`config.mk`:
```
export PLATFORM = sky130hd
export DESIGN_NAME = affine_seq_flat
export DESIGN_NICKNAME = d
export VERILOG_FILES = /design/src/rtl/affine_seq_if.sv /design/src/rtl/affine_seq.sv /design/src/flat_wrapper.sv
export SDC_FILE = /design/constraint.sdc
export NUM_CORES = 1
export LEC_CHECK = 0
export CAP_MARGIN = 25
export CORE_MARGIN = 4
export CORE_UTILIZATION = 40
export DETAILED_ROUTE_END_ITERATION = 6
export MAX_ROUTING_LAYER = met4
export PLACE_DENSITY = 0.66
export SYNTH_ARGS = -nofsm -noshare
export SYNTH_HDL_FRONTEND = slang
export SYNTH_SLANG_ARGS = --single-unit
```
`constraint.sdc`:
```
create_clock -name Clock -period 2.4 [get_ports Clock]
set_input_delay 0.48 -clock Clock [delete_from_list [all_inputs] [get_ports Clock]]
set_output_delay 0.48 -clock Clock [all_outputs]
set_load 0.05 [all_outputs]
```
`src/rtl/affine_seq_if.sv`:
```
// Pin and ALU/register-file signals shared between the affine sequencer and its datapath.
// master = sequencer side, slave = ALU / register file / board side.
interface affine_seq_if;
    logic       Btn;
    logic [7:0] ACC;
    logic [7:0] Imm;
    logic [2:0] Func;
    logic       WE;
    logic       SelSW;
    logic       SelImm;
    logic       UseMul;
    logic       UseACC;
    logic [2:0] RegAddr;
    logic       RegWE;
    logic [7:0] Led;
    logic       Busy;
    logic       Done;

    modport master (
        input  Btn, ACC,
        output Imm, Func, WE, SelSW, SelImm, UseMul, UseACC, RegAddr, RegWE, Led, Busy, Done
    );

    modport slave (
        output Btn, ACC,
        input  Imm, Func, WE, SelSW, SelImm, UseMul, UseACC, RegAddr, RegWE, Led, Busy, Done
    );
endinterface

```
`src/rtl/affine_seq.sv`:
```
// Microsequencer: captures x1/y1 via button presses, then drives the ALU through a fixed
// 16-step program computing a 2-D affine transform, and shows x2 then y2 on Led.
module affine_seq #(
    parameter logic signed [7:0] A11 = 8'sd6,
    parameter logic signed [7:0] A12 = 8'sd4,
    parameter logic signed [7:0] B1  = 8'sd20,
    parameter logic signed [7:0] A21 = -8'sd4,
    parameter logic signed [7:0] A22 = 8'sd6,
    parameter logic signed [7:0] B2  = -8'sd20
) (
    input  logic          Clock,
    input  logic          nReset,
    affine_seq_if.master  bus
);
    localparam logic [2:0] RegX1 = 3'd0;
    localparam logic [2:0] RegY1 = 3'd1;
    localparam logic [2:0] RegT  = 3'd2;
    localparam logic [2:0] RegX2 = 3'd3;
    localparam logic [2:0] RegY2 = 3'd4;

    typedef enum logic [3:0] {
        StWaitPx, StLoadX, StStoreX, StWaitRx, StWaitPy, StLoadY, StStoreY, StWaitRy,
        StCalc, StShowX, StWaitR2, StShowY
    } state_e;

    state_e     state_q, state_d;
    logic [3:0] step_q, step_d;
    logic [7:0] led_q, led_d;
    logic [7:0] y2h_q, y2h_d;
    logic       btn_meta_q, bs_q, bs_prev_q;
    logic       press, release_seen;

    // Edge history runs in every state, so an edge that lands during CALC is consumed there.
    assign press        = bs_q & ~bs_prev_q;
    assign release_seen = ~bs_q;

    always_ff @(posedge Clock or negedge nReset) begin
        if (!nReset) begin
            state_q    <= StWaitPx;
            step_q     <= 4'd0;
            led_q      <= 8'd0;
            y2h_q      <= 8'd0;
            btn_meta_q <= 1'b0;
            bs_q       <= 1'b0;
            bs_prev_q  <= 1'b0;
        end else begin
            state_q    <= state_d;
            step_q     <= step_d;
            led_q      <= led_d;
            y2h_q      <= y2h_d;
            btn_meta_q <= bus.Btn;
            bs_q       <= btn_meta_q;
            bs_prev_q  <= bs_q;
        end
    end

    always_comb begin
        state_d = state_q;
        step_d  = step_q;
        led_d   = led_q;
        y2h_d   = y2h_q;
        case (state_q)
            StWaitPx, StShowY: if (press) state_d = StLoadX;
            StLoadX:           state_d = StStoreX;
            StStoreX:          state_d = StWaitRx;
            StWaitRx:          if (release_seen) state_d = StWaitPy;
            StWaitPy:          if (press) state_d = StLoadY;
            StLoadY:           state_d = StStoreY;
            StStoreY:          state_d = StWaitRy;
            StWaitRy: begin
                if (release_seen) begin
                    state_d = StCalc;
                    step_d  = 4'd0;
                end
            end
            StCalc: begin
                step_d = step_q + 4'd1;
                if (step_q == 4'd7) led_d = bus.ACC;
                if (step_q == 4'd15) begin
                    y2h_d   = bus.ACC;
                    state_d = StShowX;
                end
            end
            StShowX:           if (press) state_d = StWaitR2;
            StWaitR2: begin
                if (release_seen) begin
                    state_d = StShowY;
                    led_d   = y2h_q;
                end
            end
            default:           state_d = StWaitPx;
        endcase
    end

    logic [7:0] imm;
    logic       we, sel_sw, sel_imm, use_mul, use_acc, reg_we, busy, done;
    logic [2:0] reg_addr;
    logic       second;

    // step[3] selects the y2 half of the program; both halves share the same op sequence.
    assign second = step_q[3];

    always_comb begin
        imm      = 8'd0;
        we       = 1'b0;
        sel_sw   = 1'b0;
        sel_imm  = 1'b0;
        use_mul  = 1'b0;
        use_acc  = 1'b0;
        reg_we   = 1'b0;
        reg_addr = 3'd0;
        busy     = 1'b0;
        done     = 1'b0;
        case (state_q)
            StLoadX, StLoadY: begin
                sel_sw = 1'b1;
                we     = 1'b1;
            end
            StStoreX: begin
                reg_we   = 1'b1;
                reg_addr = RegX1;
            end
            StStoreY: begin
                reg_we   = 1'b1;
                reg_addr = RegY1;
            end
            StCalc: begin
                busy = 1'b1;
                case (step_q[2:0])
                    3'd0: begin we = 1'b1; reg_addr = RegX1; end
                    3'd1: begin
                        we = 1'b1; use_mul = 1'b1; use_acc = 1'b1;
                        imm = second ? A21 : A11;
                    end
                    3'd2: begin reg_we = 1'b1; reg_addr = RegT; end
                    3'd3: begin we = 1'b1; reg_addr = RegY1; end
                    3'd4: begin
                        we = 1'b1; use_mul = 1'b1; use_acc = 1'b1;
                        imm = second ? A22 : A12;
                    end
                    3'd5: begin we = 1'b1; use_acc = 1'b1; reg_addr = RegT; end
                    3'd6: begin
                        we = 1'b1; sel_imm = 1'b1; use_acc = 1'b1;
                        imm = second ? B2 : B1;
                    end
                    default: begin reg_we = 1'b1; reg_addr = second ? RegY2 : RegX2; end
                endcase
            end
            StShowX, StShowY: done = 1'b1;
            default: ;
        endcase
    end

    assign bus.Imm     = imm;
    assign bus.Func    = 3'b000;
    assign bus.WE      = we;
    assign bus.SelSW   = sel_sw;
    assign bus.SelImm  = sel_imm;
    assign bus.UseMul  = use_mul;
    assign bus.UseACC  = use_acc;
    assign bus.RegAddr = reg_addr;
    assign bus.RegWE   = reg_we;
    assign bus.Led     = led_q;
    assign bus.Busy    = busy;
    assign bus.Done    = done;
endmodule

```
`src/flat_wrapper.sv`:
```
// flat-port wrapper written by rule: the top's interface ports become plain ports
module affine_seq_flat 
#(
    parameter logic signed [7:0] A11 = 8'sd6,
    parameter logic signed [7:0] A12 = 8'sd4,
    parameter logic signed [7:0] B1  = 8'sd20,
    parameter logic signed [7:0] A21 = -8'sd4,
    parameter logic signed [7:0] A22 = 8'sd6,
    parameter logic signed [7:0] B2  = -8'sd20
)
  (Clock, nReset, bus_Btn, bus_ACC, bus_Imm, bus_Func, bus_WE, bus_SelSW, bus_SelImm, bus_UseMul, bus_UseACC, bus_RegAddr, bus_RegWE, bus_Led, bus_Busy, bus_Done);
  affine_seq_if bus_i ();
  input  logic Clock;
  input  logic nReset;
  input wire logic [$bits(bus_i.Btn)-1:0] bus_Btn;
  input wire logic [$bits(bus_i.ACC)-1:0] bus_ACC;
  output wire logic [$bits(bus_i.Imm)-1:0] bus_Imm;
  output wire logic [$bits(bus_i.Func)-1:0] bus_Func;
  output wire logic [$bits(bus_i.WE)-1:0] bus_WE;
  output wire logic [$bits(bus_i.SelSW)-1:0] bus_SelSW;
  output wire logic [$bits(bus_i.SelImm)-1:0] bus_SelImm;
  output wire logic [$bits(bus_i.UseMul)-1:0] bus_UseMul;
  output wire logic [$bits(bus_i.UseACC)-1:0] bus_UseACC;
  output wire logic [$bits(bus_i.RegAddr)-1:0] bus_RegAddr;
  output wire logic [$bits(bus_i.RegWE)-1:0] bus_RegWE;
  output wire logic [$bits(bus_i.Led)-1:0] bus_Led;
  output wire logic [$bits(bus_i.Busy)-1:0] bus_Busy;
  output wire logic [$bits(bus_i.Done)-1:0] bus_Done;
  assign bus_i.Btn = bus_Btn;
  assign bus_i.ACC = bus_ACC;
  assign bus_Imm = bus_i.Imm;
  assign bus_Func = bus_i.Func;
  assign bus_WE = bus_i.WE;
  assign bus_SelSW = bus_i.SelSW;
  assign bus_SelImm = bus_i.SelImm;
  assign bus_UseMul = bus_i.UseMul;
  assign bus_UseACC = bus_i.UseACC;
  assign bus_RegAddr = bus_i.RegAddr;
  assign bus_RegWE = bus_i.RegWE;
  assign bus_Led = bus_i.Led;
  assign bus_Busy = bus_i.Busy;
  assign bus_Done = bus_i.Done;
  affine_seq #(.A11(A11), .A12(A12), .B1(B1), .A21(A21), .A22(A22), .B2(B2)) u_core (.Clock(Clock), .nReset(nReset), .bus(bus_i));
endmodule
```
==> report_table.html, run 1 <==
<table>
<tr><th>Metric</th><th>Value</th></tr>
<tr><th colspan="2">Worst hold path</th></tr>
<tr><td>Worst hold path type</td><td>flip-flop to flip-flop</td></tr>
<tr><td>Hold wc startpoint</td><td>u_core.btn_meta_q$_DFF_PN0_</td></tr>
<tr><td>Number of cells on the worst hold path</td><td>0</td></tr>
<tr><th colspan="2">Logic synthesis</th></tr>
<tr><td>Number of warning messages in the yosys log</td><td>0</td></tr>
<tr><td>Post-synthesis mux area share</td><td>19.4%</td></tr>
<tr><td>Post-synth cell types</td><td>39</td></tr>
<tr><td>Synthesized instance count</td><td>roughly 150</td></tr>
<tr><td>Largest family of logic cells by synthesized area</td><td>multiplexers</td></tr>
<tr><td>XOR/XNOR Fraction of Synth Area</td><td>less than 1%</td></tr>
<tr><td>Avg Cell Area, Syn</td><td>11.0 µm²</td></tr>
<tr><td>Adder-Cell Fraction of Synth Area</td><td>4.63%</td></tr>
<tr><td>Simple-gate area share of the yosys netlist</td><td>13.6%</td></tr>
<tr><td>Synthesis-stage register bit count</td><td>27</td></tr>
<tr><td>Sequential fraction of the synthesis area</td><td>about two fifths</td></tr>
<tr><td>Netlist area before placement</td><td>roughly 1600 µm²</td></tr>
<tr><td>Fraction of the mapped netlist area in compound gates</td><td>roughly 12%</td></tr>
<tr><th colspan="2">Global route</th></tr>
<tr><td>Total GRT Usage</td><td>15.7%</td></tr>
<tr><td>GRT Residual Overflow</td><td>0</td></tr>
<tr><td>Global-route wire length before repair</td><td>between 6000 and 7000 µm</td></tr>
<tr><td>Pin count of the biggest net entering global routing</td><td>28</td></tr>
<tr><td>Vias in the first global route</td><td>1,279</td></tr>
<tr><td>Number of antenna violations at the first check in global routing</td><td>0</td></tr>
<tr><th colspan="2">Worst setup path</th></tr>
<tr><td>Top fanout value on the critical path</td><td>12</td></tr>
<tr><td>Crit path kind</td><td>flip-flop to output pin</td></tr>
<tr><td>Data arrival time of the worst path</td><td>roughly 1.9 ns</td></tr>
<tr><td>R2R cell count</td><td>4</td></tr>
<tr><td>Endpoint kind of the worst setup timing path</td><td>output pin</td></tr>
<tr><td>Launching point of the worst reg2reg path</td><td>u_core.step_q[3]$_DFFE_PN0P_</td></tr>
<tr><td>Type of origin of the critical path</td><td>flip-flop</td></tr>
<tr><td>Critical path launch point</td><td>u_core.state_q[0]$_DFFE_PN0P_</td></tr>
<tr><td>Data required, critical path</td><td>between 1.5 and 2 ns</td></tr>
<tr><th colspan="2">CTS</th></tr>
<tr><td>H-tree depth</td><td>1</td></tr>
<tr><td>CTS clk-pin slew, worst paths</td><td>0.10 ns</td></tr>
<tr><td>CTS Sinks</td><td>27</td></tr>
<tr><td>Clock tree from TritonCTS</td><td>done</td></tr>
<tr><td>Root Buffer Master</td><td>clkbuf_8</td></tr>
<tr><td>Insertion delay of the later-clocked pin in the worst-skew pair</td><td>0.27 ns</td></tr>
<tr><td>Buffer depth of the longest clock path</td><td>2</td></tr>
<tr><td>Total clock buffers created by CTS</td><td>3</td></tr>
<tr><td>Hold buffers post-CTS</td><td>0</td></tr>
<tr><th colspan="2">STA</th></tr>
<tr><td>Slew margin rel.</td><td>65.3%</td></tr>
<tr><td>Count of final hold-check violations</td><td>0</td></tr>
<tr><td>Post-route minimum period</td><td>approximately 2.4 ns</td></tr>
<tr><td>Max-slew violation count</td><td>0</td></tr>
<tr><td>FMAX</td><td>~0.42 GHz</td></tr>
<tr><td>Final setup TNS</td><td>0 ns</td></tr>
<tr><td>Final period utilization</td><td>98.3%</td></tr>
<tr><td>Setup repair after global routing missed its margin</td><td>true</td></tr>
<tr><td>Tightest Pin Transition</td><td>0.518 ns</td></tr>
<tr><td>Final Hold Slack</td><td>roughly 0.36 ns</td></tr>
<tr><td>Worst Clk Skew</td><td>~0.0020 ns</td></tr>
<tr><td>Final setup violation count</td><td>0</td></tr>
<tr><th colspan="2">Job</th></tr>
<tr><td>Count of max-cap constraint violations</td><td>0</td></tr>
<tr><th colspan="2">Outcome</th></tr>
<tr><td>Status</td><td>complete, no violations</td></tr>
<tr><th colspan="2">Placement</th></tr>
<tr><td>Final weighted congestion in routability-driven placement</td><td>0.767</td></tr>
<tr><td>Detailed-placement wirelength estimate</td><td>around 2800 µm</td></tr>
<tr><td>Buffers added on ports</td><td>36</td></tr>
<tr><td>Placed insts</td><td>226</td></tr>
<tr><th colspan="2">Die</th></tr>
<tr><td>Overall die height</td><td>about 70 µm</td></tr>
<tr><td>Initial cell density of the core</td><td>42.7%</td></tr>
<tr><td>X dimension of the die</td><td>between 70 and 80 µm</td></tr>
<tr><td>Area of the core region</td><td>between 3000 and 4000 µm²</td></tr>
<tr><td>Total die area</td><td>between 5000 and 6000 µm²</td></tr>
<tr><td>Cell Rows</td><td>22</td></tr>
<tr><td>Boundary pin count</td><td>41</td></tr>
<tr><th colspan="2">Finish</th></tr>
<tr><td>Antenna diode instance count</td><td>0</td></tr>
<tr><td>Number of filler instances in the final layout</td><td>308</td></tr>
<tr><td>Commonest non-fill, non-tap cell in the layout</td><td>mux2_2</td></tr>
<tr><td>Number of nets in the layout</td><td>203</td></tr>
<tr><td>Fraction of layout cells with a size suffix above 1</td><td>43.8%</td></tr>
<tr><td>Final Non-Filler Cells</td><td>233</td></tr>
<tr><td>Highest-count cells in the layout ignoring fill and taps</td><td>28 x mux2_2, 24 x dfrtp_1, 18 x clkdlybuf4s50_1, 16 x buf_12, 12 x buf_4</td></tr>
<tr><td>Fraction of the core area covered by cells at the end of the flow</td><td>60.7%</td></tr>
<tr><td>Layout overhead on the synthesized area</td><td>42.3%</td></tr>
<tr><th colspan="2">Power and ir drop</th></tr>
<tr><td>Leakage power</td><td>0.000970 µW</td></tr>
<tr><td>P per Cell Area</td><td>a little over 1000 nW/µm²</td></tr>
<tr><td>Post-layout total power</td><td>2390 µW</td></tr>
<tr><td>Largest voltage drop on the vdd net</td><td>531 µV</td></tr>
<tr><th colspan="2">Detailed routing</th></tr>
<tr><td>Ratio of routed vias to standard cells</td><td>between 5 and 6</td></tr>
<tr><td>Residual antenna-violating net count after detailed routing</td><td>0</td></tr>
<tr><td>Wire length after detailed routing</td><td>around 3600 µm</td></tr>
<tr><td>Average routed wire per standard cell</td><td>15.6 µm</td></tr>
<tr><td>Drt first-iter violations</td><td>76</td></tr>
<tr><td>Vias after detailed routing</td><td>1,225</td></tr>
<tr><td>Number of DRC violations after detailed routing</td><td>0</td></tr>
<tr><td>First-pass DRT Iterations</td><td>4</td></tr>
</table>
## path summary, 6_finish.rpt
kind                                                      end  slack (ns)
worst min register to register          u_core.bs_q$_DFF_PN0_        0.36
worst max-delay path                               bus_UseACC        0.04
worst min-delay path                    u_core.bs_q$_DFF_PN0_        0.36
max in group asynchronous        u_core.step_q[2]$_DFFE_PN0P_        1.55
worst max register to register  u_core.bus.Led[7]$_DFFE_PN0P_        0.38
min in group asynchronous       u_core.state_q[3]$_DFFE_PN0P_        0.57
## through the flow
stage / area [µm²] / worst slack, ns
CTS: 2260 / 0.0160
global placement: 2210 / 0.258
global route: 2310 / -0.0632
detailed placement: 2210 / 0.212
floorplan: 1680 / -0.301
finish: 2310 / 0.0408
## synthesized netlist by cell type
| master | count | area (µm²) |
|---|---|---|
| xor2_1 | 1 | 8.76 |
| a2111oi_4 | 1 | 27.5 |
| a211o_1 | 1 | 8.76 |
| a221oi_1 | 1 | 8.76 |
| and4bb_2 | 1 | 12.5 |
| o21ai_0 | 3 | 15.0 |
| nor2_4 | 1 | 11.3 |
| clkbuf_1 | 4 | 15.0 |
| buf_4 | 9 | 67.6 |
| o22ai_1 | 1 | 6.26 |
| a21o_1 | 1 | 7.51 |
| nor2_1 | 8 | 30.0 |
| nand3_1 | 3 | 15.0 |
| o211ai_1 | 1 | 7.51 |
| ha_1 | 6 | 75.1 |
| buf_2 | 2 | 10.0 |
| o21a_1 | 1 | 7.51 |
| mux2_2 | 28 | 315 |
| nand2_1 | 6 | 22.5 |
| o2bb2ai_1 | 2 | 17.5 |
| a211oi_1 | 3 | 22.5 |
| dfrtp_1 | 27 | 676 |
| nand3b_1 | 3 | 22.5 |
| a21oi_1 | 6 | 30.0 |
| o32ai_1 | 1 | 8.76 |
| o31a_1 | 1 | 8.76 |
| buf_6 | 1 | 11.3 |
| conb_1 | 1 | 3.75 |
| a22o_1 | 1 | 8.76 |
| nor3_1 | 3 | 15.0 |
| or4b_4 | 1 | 13.8 |
| nand2b_1 | 2 | 12.5 |
| nor3b_1 | 1 | 7.51 |
| inv_1 | 6 | 22.5 |
| o221a_2 | 1 | 11.3 |
| nand2b_4 | 1 | 13.8 |
| and3_1 | 2 | 12.5 |
| nor2b_1 | 4 | 25.0 |
| and2_1 | 1 | 6.26 |
## metal layers
metal | track usage, % | share of wire (%) | routed length (µm) | vias up
li1 | - | - | - | 584
met2 | 24.3 | 49 | 1780 | 21
met4 | 3.13 | 0.22 | 8 | 0
met3 | 2.24 | 2.8 | 101 | 2
met5 | - | 0 | 0 | -
met1 | 21.9 | 48 | 1750 | 618
## state kept, by name, summed over array words and instances (netlist names)
signal and cells:
u_core.bs_prev_q 1, u_core.bs_q 1, u_core.btn_meta_q 1, u_core.bus.Led 8, u_core.state_q 4, u_core.step_q 4
u_core.y2h_q 8
## cell families (layout without fill, tap and decap cells)
kind of cell / count (synthesis) / in the layout
buf+inv: 22 / 57
fa+ha+maj: 6 / 6
xor+xnor: 1 / 1
simple gates: 37 / 37
other cells: 1 / 4
mux: 28 / 28
compound gates: 25 / 25
flops: 27 / 27
## worst max-delay path: stages (launching register included)
cell      delay [ns]
dfrtp_1         0.40
or4b_4          0.54
buf_4           0.21
a211oi_2        0.28
buf_12          0.17
## area by class of cell
type,instances,area [µm²],area share [%]
multi-input combinational,101,881,38.2
sequential,27,679,29.4
timing repair buffer,47,616,26.7
tap,48,60.1,2.60
clock buffer,3,41.3,1.79
inverter,6,22.5,0.976
clock inverter,1,7.51,0.325
## report_power, final
group / internal [µW] / switching, µW
combinational: 603 / 848
sequential: 576 / 96.5
clock: 118 / 149
## repair_timing
| item | CTS | global route |
|---|---|---|
| buffers inserted | 0 | 3 |
| resized for setup | 3 | 4 |
| setup endpoints to repair | 3 | 10 |
| pin swaps | 1 | 1 |
Note: power is estimated with default switching activity, not from simulation.
==> run 2: changes to the inputs <==
--- a/config.mk
+++ b/config.mk
@@ -9,7 +9,6 @@
 export CORE_MARGIN = 4
 export CORE_UTILIZATION = 40
 export DETAILED_ROUTE_END_ITERATION = 6
-export MAX_ROUTING_LAYER = met4
 export PLACE_DENSITY = 0.66
 export SYNTH_ARGS = -nofsm -noshare
 export SYNTH_HDL_FRONTEND = slang
==> run 2 against run 1 <==
Net effect: combinational power about the same; maximum frequency about the same; global-route usage decreased by 0.48 points; clock-buffer cell count unchanged; die area unchanged; critical path depth unchanged; critical endpoint unchanged; setup slack about the same; highest routed layer unchanged; critical path type unchanged; first-iteration DRC count unchanged; final cell count unchanged; via count decreased by 0.16%; final area unchanged; sequential share of layout area unchanged.
==> report_table.html, run 2 (same netlist as run 1, synthesis figures left out) <==
<table>
<tr><th>Metric</th><th>Value</th></tr>
<tr><th colspan="2">Outcome</th></tr>
<tr><td>Status</td><td>complete, no violations (unchanged)</td></tr>
<tr><th colspan="2">Worst setup path</th></tr>
<tr><td>Launching point of the worst reg2reg path</td><td>u_core.step_q[3]$_DFFE_PN0P_ (unchanged)</td></tr>
<tr><td>Capturing point of the worst reg2reg path</td><td>u_core.bus.Led[7]$_DFFE_PN0P_ (unchanged)</td></tr>
<tr><td>Data arrival time of the worst path</td><td>1.88 ns (about the same)</td></tr>
<tr><td>Reg-to-reg slack, setup</td><td>0.38 ns (about the same)</td></tr>
<tr><td>R2R cell count</td><td>4 (unchanged)</td></tr>
<tr><td>Endpoint kind of the worst setup timing path</td><td>output pin (unchanged)</td></tr>
<tr><td>Critical path launch point</td><td>u_core.state_q[0]$_DFFE_PN0P_ (unchanged)</td></tr>
<tr><td>Crit path kind</td><td>flip-flop to output pin (unchanged)</td></tr>
<tr><td>Top fanout value on the critical path</td><td>12 (unchanged)</td></tr>
<tr><td>Data required, critical path</td><td>1.92 ns (about the same)</td></tr>
<tr><td>Type of origin of the critical path</td><td>flip-flop (unchanged)</td></tr>
<tr><td>CP Capture Point</td><td>bus_UseACC (unchanged)</td></tr>
<tr><th colspan="2">CTS</th></tr>
<tr><td>Insertion delay of the later-clocked pin in the worst-skew pair</td><td>0.27 ns (about the same)</td></tr>
<tr><td>CTS clk-pin slew, worst paths</td><td>0.10 ns (about the same)</td></tr>
<tr><td>Total clock buffers created by CTS</td><td>3 (unchanged)</td></tr>
<tr><td>Clock tree from TritonCTS</td><td>done (unchanged)</td></tr>
<tr><td>H-tree depth</td><td>1 (unchanged)</td></tr>
<tr><td>CTS Sinks</td><td>27 (unchanged)</td></tr>
<tr><td>Root Buffer Master</td><td>clkbuf_8 (unchanged)</td></tr>
<tr><td>Buffer depth of the longest clock path</td><td>2 (unchanged)</td></tr>
<tr><th colspan="2">Detailed routing</th></tr>
<tr><td>Ratio of routed vias to standard cells</td><td>5.25 (was 5.26)</td></tr>
<tr><td>Number of DRC violations after detailed routing</td><td>0 (unchanged)</td></tr>
<tr><td>Vias after detailed routing</td><td>1,223 (was 1,225)</td></tr>
<tr><td>Drt first-iter violations</td><td>76 (unchanged)</td></tr>
<tr><td>First-pass DRT Iterations</td><td>4 (unchanged)</td></tr>
<tr><td>Wire length after detailed routing</td><td>3630 µm (was 3640 µm)</td></tr>
<tr><td>Average routed wire per standard cell</td><td>15.6 µm (about the same)</td></tr>
<tr><td>Residual antenna-violating net count after detailed routing</td><td>0 (unchanged)</td></tr>
<tr><th colspan="2">Placement</th></tr>
<tr><td>Final weighted congestion in routability-driven placement</td><td>0.758 (was 0.767)</td></tr>
<tr><td>Placed insts</td><td>226 (unchanged)</td></tr>
<tr><td>Instance area after placement</td><td>2210 µm² (unchanged)</td></tr>
<tr><td>Detailed-placement wirelength estimate</td><td>2770 µm (unchanged)</td></tr>
<tr><td>Buffers added on ports</td><td>36 (unchanged)</td></tr>
<tr><td>Post-Place Setup Slack</td><td>0.212 ns (unchanged)</td></tr>
<tr><th colspan="2">Finish</th></tr>
<tr><td>Number of nets in the layout</td><td>203 (unchanged)</td></tr>
<tr><td>Area used by multi-input combinational logic</td><td>881 µm² (unchanged)</td></tr>
<tr><td>Fraction of layout cells with a size suffix above 1</td><td>43.8% (unchanged)</td></tr>
<tr><td>Number of filler instances in the final layout</td><td>308 (unchanged)</td></tr>
<tr><td>Final design instance area without fill</td><td>2310 µm² (unchanged)</td></tr>
<tr><td>Fraction of the core area covered by cells at the end of the flow</td><td>60.7% (unchanged)</td></tr>
<tr><td>Layout overhead on the synthesized area</td><td>42.3% (unchanged)</td></tr>
<tr><td>Total area of sequential cells</td><td>679 µm² (unchanged)</td></tr>
<tr><td>Highest-count cells in the layout ignoring fill and taps</td><td>28 x mux2_2, 24 x dfrtp_1, 18 x clkdlybuf4s50_1, 16 x buf_12, 12 x buf_4 (unchanged)</td></tr>
<tr><td>Final Non-Filler Cells</td><td>233 (unchanged)</td></tr>
<tr><td>Commonest non-fill, non-tap cell in the layout</td><td>mux2_2 (unchanged)</td></tr>
<tr><td>Antenna diode instance count</td><td>0 (unchanged)</td></tr>
<tr><th colspan="2">Die</th></tr>
<tr><td>Cell Rows</td><td>22 (unchanged)</td></tr>
<tr><td>X dimension of the die</td><td>71.7 µm (unchanged)</td></tr>
<tr><td>Boundary pin count</td><td>41 (unchanged)</td></tr>
<tr><td>Overall die height</td><td>71.7 µm (unchanged)</td></tr>
<tr><td>Total die area</td><td>5140 µm² (unchanged)</td></tr>
<tr><td>Area of the core region</td><td>3800 µm² (unchanged)</td></tr>
<tr><td>Initial cell density of the core</td><td>42.7% (unchanged)</td></tr>
<tr><th colspan="2">Global route</th></tr>
<tr><td>Number of antenna violations at the first check in global routing</td><td>0 (unchanged)</td></tr>
<tr><td>Vias in the first global route</td><td>1,278 (was 1,279)</td></tr>
<tr><td>Total GRT Usage</td><td>15.2% (was 15.7%)</td></tr>
<tr><td>GRT Residual Overflow</td><td>0 (unchanged)</td></tr>
<tr><td>Global-route wire length before repair</td><td>6310 µm (about the same)</td></tr>
<tr><td>Pin count of the biggest net entering global routing</td><td>28 (unchanged)</td></tr>
<tr><th colspan="2">STA</th></tr>
<tr><td>Slew margin rel.</td><td>65.3% (about the same)</td></tr>
<tr><td>Setup repair after global routing missed its margin</td><td>true (unchanged)</td></tr>
<tr><td>Max-slew violation count</td><td>0 (unchanged)</td></tr>
<tr><td>Count of final hold-check violations</td><td>0 (unchanged)</td></tr>
<tr><td>Post-layout worst setup margin</td><td>0.0405 ns (was 0.0408 ns)</td></tr>
<tr><td>Worst Clk Skew</td><td>0.00265 ns (was 0.00202 ns)</td></tr>
<tr><td>Tightest Pin Transition</td><td>0.519 ns (was 0.518 ns)</td></tr>
<tr><td>Final setup TNS</td><td>0 ns (unchanged)</td></tr>
<tr><td>Final period utilization</td><td>98.3% (about the same)</td></tr>
<tr><td>Final setup violation count</td><td>0 (unchanged)</td></tr>
<tr><td>Post-route minimum period</td><td>2.36 ns (about the same)</td></tr>
<tr><td>FMAX</td><td>0.424 GHz (about the same)</td></tr>
<tr><th colspan="2">Worst hold path</th></tr>
<tr><td>Worst hold path type</td><td>flip-flop to flip-flop (unchanged)</td></tr>
<tr><th colspan="2">Power and ir drop</th></tr>
<tr><td>Largest voltage drop on the vdd net</td><td>532 µV (was 531 µV)</td></tr>
<tr><td>Leakage power</td><td>0.000970 µW (unchanged)</td></tr>
<tr><td>P per Cell Area</td><td>1040 nW/µm² (about the same)</td></tr>
<tr><th colspan="2">Job</th></tr>
<tr><td>Count of max-cap constraint violations</td><td>0 (unchanged)</td></tr>
</table>
## run 2: cell counts in the layout (fill, tap and decap cells not counted)
Identical to the previous run, type by type.
## run 2: metal layers
| metal | share of wire, % | vias up | track usage, % |
|---|---|---|---|
| met1 | 47 | 616 | 21.3 |
| met2 | 49 | 21 | 24.4 |
| met3 | 3.4 | 2 | 2.95 |
| li1 | - | 584 | - |
| met5 | 0 | - | 0 |
| met4 | 0.22 | 0 | 3.13 |
## run 2: how the worst min path moves through the flow
stage / start / end / slack [ns] / cells past startpoint
6_report: u_core.btn_meta_q$_DFF_PN0_ / u_core.bs_q$_DFF_PN0_ / 0.36 / 0
5_1_grt: u_core.btn_meta_q$_DFF_PN0_ / u_core.bs_q$_DFF_PN0_ / 0.37 / 0
4_1_cts: u_core.btn_meta_q$_DFF_PN0_ / u_core.bs_q$_DFF_PN0_ / 0.36 / 0
3_5_place_dp: u_core.btn_meta_q$_DFF_PN0_ / u_core.bs_q$_DFF_PN0_ / 0.34 / 0
3_3_place_gp: u_core.btn_meta_q$_DFF_PN0_ / u_core.bs_q$_DFF_PN0_ / 0.34 / 0
2_1_floorplan: nReset / u_core.bs_prev_q$_DFF_PN0_ / 0.18 / 0
## run 2: worst max-delay path, cell delays in order (launching register included)
cell and delay (ns):
dfrtp_1 0.40, or4b_4 0.54, buf_4 0.21, a211oi_2 0.28, buf_12 0.17
## run 2: what timing repair did
action                     in CTS  in global routing
pin swaps                       1                  1
setup buffers                   0                  3
setup endpoints to repair       3                 10
gates resized for setup         3                  4
hold buffers                    0                  0
## run 2: power breakdown
part	leakage (µW)	switching, µW	internal [µW]
clock	0.0000217	150	118
combinational	0.000605	848	603
sequential	0.000343	96.3	576
total	0.000970	1090	1300
## run 2: through the flow
step | hold WS [ns] | total power [µW]
final | 0.358 | 2390
after global routing | 0.371 | 2540
after CTS | 0.365 | 2390
after detailed placement | 0.342 | 2110
after global placement | 0.342 | 2070
after floorplan | 0.184 | 1660
## run 2: cell type report
class | instances | area share [%]
Tap cell | 48 | 2.60
Multi-Input combinational cell | 101 | 38.2
Timing Repair Buffer | 47 | 26.7
Clock inverter | 1 | 0.325
Clock buffer | 3 | 1.79
Inverter | 6 | 0.976
Sequential cell | 27 | 29.4
